`config.mk`:
```
export PLATFORM = sky130hd
export DESIGN_NAME = shift_seq
export DESIGN_NICKNAME = d
export VERILOG_FILES = /design/src/rtl/shift_pkg.sv /design/src/rtl/shift_seq.sv
export SDC_FILE = /design/constraint.sdc
export NUM_CORES = 1
export LEC_CHECK = 0
export ABC_AREA = 1
export CAP_MARGIN = 20
export CELL_PAD_IN_SITES_DETAIL_PLACEMENT = 0
export CELL_PAD_IN_SITES_GLOBAL_PLACEMENT = 1
export CORE_ASPECT_RATIO = 1.4
export CORE_MARGIN = 10
export CORE_UTILIZATION = 34
export DETAILED_ROUTE_END_ITERATION = 7
export PLACE_DENSITY = 0.88
export SLEW_MARGIN = 30
export SYNTH_ARGS = -nofsm -noshare
export SYNTH_HDL_FRONTEND = slang
export SYNTH_SLANG_ARGS = --single-unit
```
`constraint.sdc`:
```
create_clock -name clk -period 1.49 [get_ports clk]
set_input_delay 0.298 -clock clk [delete_from_list [all_inputs] [get_ports clk]]
set_output_delay 0.298 -clock clk [all_outputs]
set_load 0.03 [all_outputs]
```
`src/rtl/shift_pkg.sv`:
```
`default_nettype none
// ============================================================================
//  Package     : shift_pkg
//  Description : Shared types and the single-step shift function for the
//                shift sequencer. The same function drives the RTL datapath
//                and any reference model, so both use one definition of a
//                one-bit step.
//  Contents    : shift_state_t - FSM state encoding (IDLE, SHIFT, DONE)
//                DIR_RIGHT / DIR_LEFT - direction encodings of in_dir
//                MAX_W        - widest operand shift1 supports
//                shift1()     - one-bit left / logical-right / arith-right
//  Revision    : 1.0 - initial release
// ============================================================================
package shift_pkg;

   typedef enum logic [1:0] {
      IDLE  = 2'd0,
      SHIFT = 2'd1,
      DONE  = 2'd2
   } shift_state_t;

   localparam logic DIR_RIGHT = 1'b0;
   localparam logic DIR_LEFT  = 1'b1;

   // Operands are zero-extended to MAX_W bits; callers truncate the result
   // back to their own width.
   localparam int MAX_W = 64;

   // One-bit shift of the low 'width' bits of w. For right shifts the vacated
   // top bit (index width-1) takes the operand MSB when arith is set, else 0.
   // arith has no effect on left shifts.
   function automatic logic [MAX_W-1:0] shift1(
      input logic [MAX_W-1:0] w,
      input logic             dir,
      input logic             arith,
      input int               width
   );
      logic [MAX_W-1:0] r;
      if (dir == DIR_LEFT) begin
         r = w << 1;
      end else begin
         r = w >> 1;
         for (int i = 0; i < MAX_W; i++) begin
            if (i == width - 1) r[i] = arith & w[i];
         end
      end
      return r;
   endfunction

endpackage
`default_nettype wire

```
`src/rtl/shift_seq.sv`:
```
`default_nettype none
// ============================================================================
//  Module      : shift_seq
//  Description : Multi-cycle shift sequencer. Accepts an operand and amount
//                over a valid/ready handshake, shifts one bit per clock
//                (left, logical right or arithmetic right) and presents the
//                result over a second valid/ready handshake.
//  Ports       : clk, rst (sync, active-low)
//                in_valid/in_ready, in_d[n], in_amt[amt_n], in_dir, in_arith
//                out_valid/out_ready, out_q[n]
//                busy - high whenever the FSM is not IDLE
//  Revision    : 1.0 - initial release
// ============================================================================
module shift_seq
   import shift_pkg::*;
#(
   parameter int n     = 8,           // power of two, 2..MAX_W
   parameter int amt_n = $clog2(n)
) (
   input  logic             clk,
   input  logic             rst,
   input  logic             in_valid,
   output logic             in_ready,
   input  logic [n-1:0]     in_d,
   input  logic [amt_n-1:0] in_amt,
   input  logic             in_dir,
   input  logic             in_arith,
   output logic             out_valid,
   input  logic             out_ready,
   output logic [n-1:0]     out_q,
   output logic             busy
);

   shift_state_t     state, state_nx;
   logic [n-1:0]     w;
   logic [n-1:0]     w_step;
   logic [n-1:0]     q;
   logic [amt_n-1:0] cnt;
   logic             dir;
   logic             arith;
   logic             accept;
   logic             last_step;

   assign w_step    = n'(shift1(MAX_W'(w), dir, arith, n));
   assign accept    = in_valid && in_ready;
   assign last_step = (cnt == amt_n'(1));

   // in_ready is held low throughout reset so nothing is accepted before the
   // sequencer is out of reset.
   assign in_ready  = rst && (state == IDLE);
   assign out_valid = (state == DONE);
   assign busy      = (state != IDLE);
   assign out_q     = q;

   always_ff @(posedge clk) begin
      if (!rst) state <= IDLE;
      else      state <= state_nx;
   end

   always_comb begin
      state_nx = state;
      case (state)
         IDLE:    if (accept) state_nx = (in_amt == '0) ? DONE : SHIFT;
         SHIFT:   if (last_step) state_nx = DONE;
         DONE:    if (out_ready) state_nx = IDLE;
         default: state_nx = IDLE;
      endcase
   end

   // Datapath. q is loaded only on the edge that enters DONE, so the result
   // stays stable while it waits for the consumer and across the next request.
   always_ff @(posedge clk) begin
      if (!rst) begin
         w     <= '0;
         cnt   <= '0;
         dir   <= DIR_RIGHT;
         arith <= 1'b0;
         q     <= '0;
      end else begin
         case (state)
            IDLE: begin
               if (accept) begin
                  w     <= in_d;
                  cnt   <= in_amt;
                  dir   <= in_dir;
                  arith <= in_arith;
                  if (in_amt == '0) q <= in_d;
               end
            end
            SHIFT: begin
               w   <= w_step;
               cnt <= cnt - amt_n'(1);
               if (last_step) q <= w_step;
            end
            default: ;
         endcase
      end
   end

endmodule
`default_nettype wire

```
**Word-level counts from Yosys, hierarchy flattened**

Cells that the tools add are included.
Widths: inputs -> output; s select.

- Input port bits: 17
- Logic and storage cells: 39
- Flip-flop bits (word level): 23
- Output and inout port bits: 11

- Equality and inequality tests: 7
- Mux-type cells: 14
- $add $sub $neg: 1
- Bitwise gates (word level): 1
- Reduce and logical (&&, ||, !) cells: 10

Operators with widths:

| operator | number |
|---|---|
| $mux 8 | 5 |
| $pmux 8 s2 | 2 |
| $mux 2 | 4 |
| $pmux 2 s3 | 1 |
| $pmux 3 s2 | 1 |
| $ne 2x1->1 const B | 2 |
| $ne 2x2->1 const B | 2 |
| $reduce_and 2->1 | 2 |
| $reduce_and 4->1 | 1 |
| $reduce_bool 2->1 | 2 |
| $eq 3x1->1 const B | 1 |
| $logic_not 3->1 | 1 |
| $mux 3 | 1 |
| $reduce_and 3->1 | 1 |
| $sub 3x1->3 const B | 1 |
| $eq 2x1->1 const B | 1 |
| $eq 2x2->1 const B | 1 |
| $logic_and 1x1->1 | 2 |
| $logic_not 2->1 | 1 |
| $and 1x1->1 | 1 |

**Logic depth before layout (Yosys ltp)**

- Word-level depth: 5
- Depth in mapped cells: 10
- Gate-level depth less buffers: 9

**Worst setup path before layout**

Ideal clock, no wire load.

- Kind: register -> output
- From: reg state[1]
- To: out in_ready
- Buffers on the path: 0
- Required time: 1192 ps
- Arrival: 1171 ps
- Stages on the path, launching flop included: 4
- Slack: 21 ps
- Path through: dfxtp_1 nor2_2 inv_1 nor2_1

- Cells in the longest elaborated chain, start to end: 2

Ends and longest elaborated chain:

| what | RTL line | source |
|---|---|---|
| from (decl) | shift_seq.sv:34 | `shift_state_t state, state_nx;` |
| from (signal assigned) | shift_seq.sv:57 | `else state <= state_nx;` |
| $logic_not 2->1 | shift_seq.sv:50 | `assign in_ready = rst && (state == IDLE);` |
| $logic_and 1x1->1 | shift_seq.sv:50 |  |
| to (decl) | shift_seq.sv:23 | `output logic in_ready,` |

Every way passes these cells.

**Final worst setup path**

- From: reg state[0]
- To: out in_ready

Same word-level chain as after synthesis.

==> results.cfg <==
[worst_setup_path]
worstPathBufferInverterCount = 2
timing.critical_path.slowest_stage_cell = sky130_fd_sc_hd__dfxtp_2
r2r_slack_ns = 0.14
end_kind = output port
setup.worst_path.end = in_ready
startpoint_type = register
r2r_start = state[0]
critPathTopFamily = flip-flops
cp_max_fo = 4
r2r_end = out_q[6]
cp_num_cells = 4
arrival_time_at_the_worst_endpoint_ns = 1.12
critical_path.max_stage_delay_ns = 0.36
cp-startpoint = state[0]
timing.reg2reg.worst_path_depth = 8
crit_path_class = reg2out
cp_data_required_time_ns = 1.19
crit_path_cell_trace = nor2_4 -> inv_1 -> nor2_1 -> buf_4

[drt]
route.antenna.remaining_nets = 0
drtIter0Drc = 30
firstDrtPassIters = 4
dr_vias = 1176
vias_per_cell = 4.54
drc = 0
routedWlPerCell_um = 11.5
totalWireLength_mm = 2.99

[final_layout]
storage_cell_area_um2 = 463
fillCellCount = 367
num_antenna_cells = 0
multi_input_area_um2 = 651
layoutNonFillerInstCount = 259
areaGrowthSynthToFinish_pct = 32.0
finalNetCount = 239
fraction_of_final_layout_cells_with_drive_strength_greater_than_1 = 0.142

[synthesis]
synth.cell_area_um2 = 1220
synthesis.area_per_instance_um2 = 6.62
area_contributors_post_synth = sky130_fd_sc_hd__dfxtp_1 38%, sky130_fd_sc_hd__nand2_1 16%, sky130_fd_sc_hd__nor2_1 9.2%
syn-instance-count = 184
synth_ff_type = sky130_fd_sc_hd__dfxtp_1
yosysWarnings = 0
synth_async_sr_flop_share = 0
syn_nets = 203
synth-seq-cells = 23
seq_area_frac_synth = 0.378
synth_largest_area_cell = sky130_fd_sc_hd__dfxtp_1
synth_cell_type_count = 24
synth_top_area_frac = 0.378
synth-edff-count = 0

[clock_tree]
cts_sinks = 23
clock_tree_from_tritoncts = yes
clock_path_buffers = 2
cts_max_level = 1
cts.reportedPaths.clkPinSlew_ns = 0.08
ctsRootBufferMaster = sky130_fd_sc_hd__clkbuf_8
worstSkewPairLatency_ns = 0.27
tritoncts.num_buffers = 3

[timing]
period_minus_slack_ns = 1.42
timing_worst_slew_pin_value_ns = 0.339
finalHoldViolCount = 0
slew_viol_final = 0
max_fclk_mhz = 706
rsz0062_at_grt = yes
timing.slew.headroom = 0.774
worst_clock_skew_ns = 0.00537
timing.final.setup_violations = 0
period_share = 0.951
timing.hold.ws_ns = 0.470

[placed_design]
gpl.final_weighted_congestion = 0.752
dpl.hpwl_mm = 2.21
numPlacedInstances = 252
port-buffer-count = 27

[floorplan]
initial_utilization = 0.357
floorplan.die.width_um = 70.6
dieArea_um2 = 6410
std_cell_rows = 25
die-height_um = 90.8
boundaryPins = 28
core_region_area_um2 = 3410

[power_and_ir_drop]
powerDensity_nw_per_um2 = 1850
worst_ir_drop_vdd_mv = 1.02
static-leakage-power_nw = 0.759

[global_routing]
grt_max_degree = 19
grt_pass1_vias = 1203
overall_global_routing_resource_usage = 0.0933
grt.overflow.total = 0
grt_pass1_wl_mm = 5.08
antenna_found_initial = 0

[min_path]
timing.hold.worst.start = w[6]
hold_depth = 2
hold_class = reg2reg

[job]
max-cap-violations = 0

[run_status]
status = finished, final reports clean
==> metrics by stage <==
stage / instance area, um2 / power, W / utilization / worst slack (ns) / TNS, ns
after detailed placement: 1550 / 0.00261 / 0.454 / -0.260 / -3.54
after floorplan: 1220 / 0.00215 / - / 0.0209 / 0
final: 1610 / 0.00298 / 0.472 / 0.0727 / 0
after CTS: 1590 / 0.00297 / 0.465 / 0.0129 / 0
after global routing: 1610 / 0.00329 / 0.472 / -0.0217 / -0.0217
after global placement: 1550 / 0.00260 / 0.454 / -0.227 / -3.30
==> worst min-delay path by stage <==
stage | to | slack [ns]
3_3_place_gp | w[6] | 0.46
3_5_place_dp | w[6] | 0.46
4_1_cts | w[6] | 0.47
5_1_grt | out_q[4] | 0.50
6_report | w[6] | 0.47
2_1_floorplan | dir | 0.41
==> cells in the mapped netlist (3+ instances only) <==
cell                       instances
sky130_fd_sc_hd__nand2_1          52
sky130_fd_sc_hd__nor2_1           30
sky130_fd_sc_hd__dfxtp_1          23
sky130_fd_sc_hd__inv_1            15
sky130_fd_sc_hd__o21ai_0          12
sky130_fd_sc_hd__a21oi_1           8
sky130_fd_sc_hd__nand3_1           6
sky130_fd_sc_hd__o21ai_1           6
sky130_fd_sc_hd__a21boi_0          4
sky130_fd_sc_hd__and2_1            4
sky130_fd_sc_hd__nand2_2           4
sky130_fd_sc_hd__buf_2             3
sky130_fd_sc_hd__inv_2             3
==> flip-flops by register name, summed over array words and instances (netlist names) <==
name,cells
arith,1
cnt,3
dir,1
out_q,8
state,2
w,8
==> area by class of cell <==
type,instances,area share
repair buffers,37,0.203
multi-input cells,136,0.404
well taps,40,0.0311
clock buffers,4,0.0280
flip-flops and latches,23,0.288
inverters,19,0.0459
==> metal layers <==
layer / GRT usage / share of wire
met5: 0 / 0
met4: 0.0437 / 0.015
met3: 0.0220 / 0.048
met2: 0.169 / 0.50
met1: 0.0969 / 0.43
==> placed cells by master (no fill, tap or decap), drive strengths merged <==
cell type / count
a21boi: 4
a21oi: 8
and2: 4
buf: 13
clkbuf: 4
clkdlybuf4s50: 15
dfxtp: 23
dlygate4sd2: 9
ha: 2
inv: 19
nand2: 56
nand3: 6
nor2: 34
nor3: 1
o21ai: 19
o31ai: 1
xnor2: 1
==> report_power, final <==
part           internal (W)  total [W]  switching, W
logic              0.000601    0.00160      0.000995
registers          0.000844   0.000992      0.000148
clock network      0.000191   0.000392      0.000201
==> tightest hold or removal path, delay by kind of cell, from the launching register on <==
kind                   cells  cell delay (ns)
AOI/OAI and AO/OA          1             0.05
DFF                        1             0.32
buffers and inverters      1             0.06
==> repair_timing <==
item	in CTS	in global routing
resized for setup	10	2
pin swaps	0	2
hold buffers	0	0
buffers inserted	0	2
setup endpoints to repair	9	7
cloned	0	1
==> logic make-up after synthesis <==
kind of cell / after synthesis / share of synthesized area
buffers and inverters: 26 / 0.0975
AO/OA/AOI/OAI: 32 / 0.151
adder cells (fa/ha/maj): 2 / 0.0205
XOR/XNOR: 1 / 0.00719
AND/OR/NAND/NOR: 100 / 0.346
flip-flops: 23 / 0.378
Power figures use the tool's default switching activity.
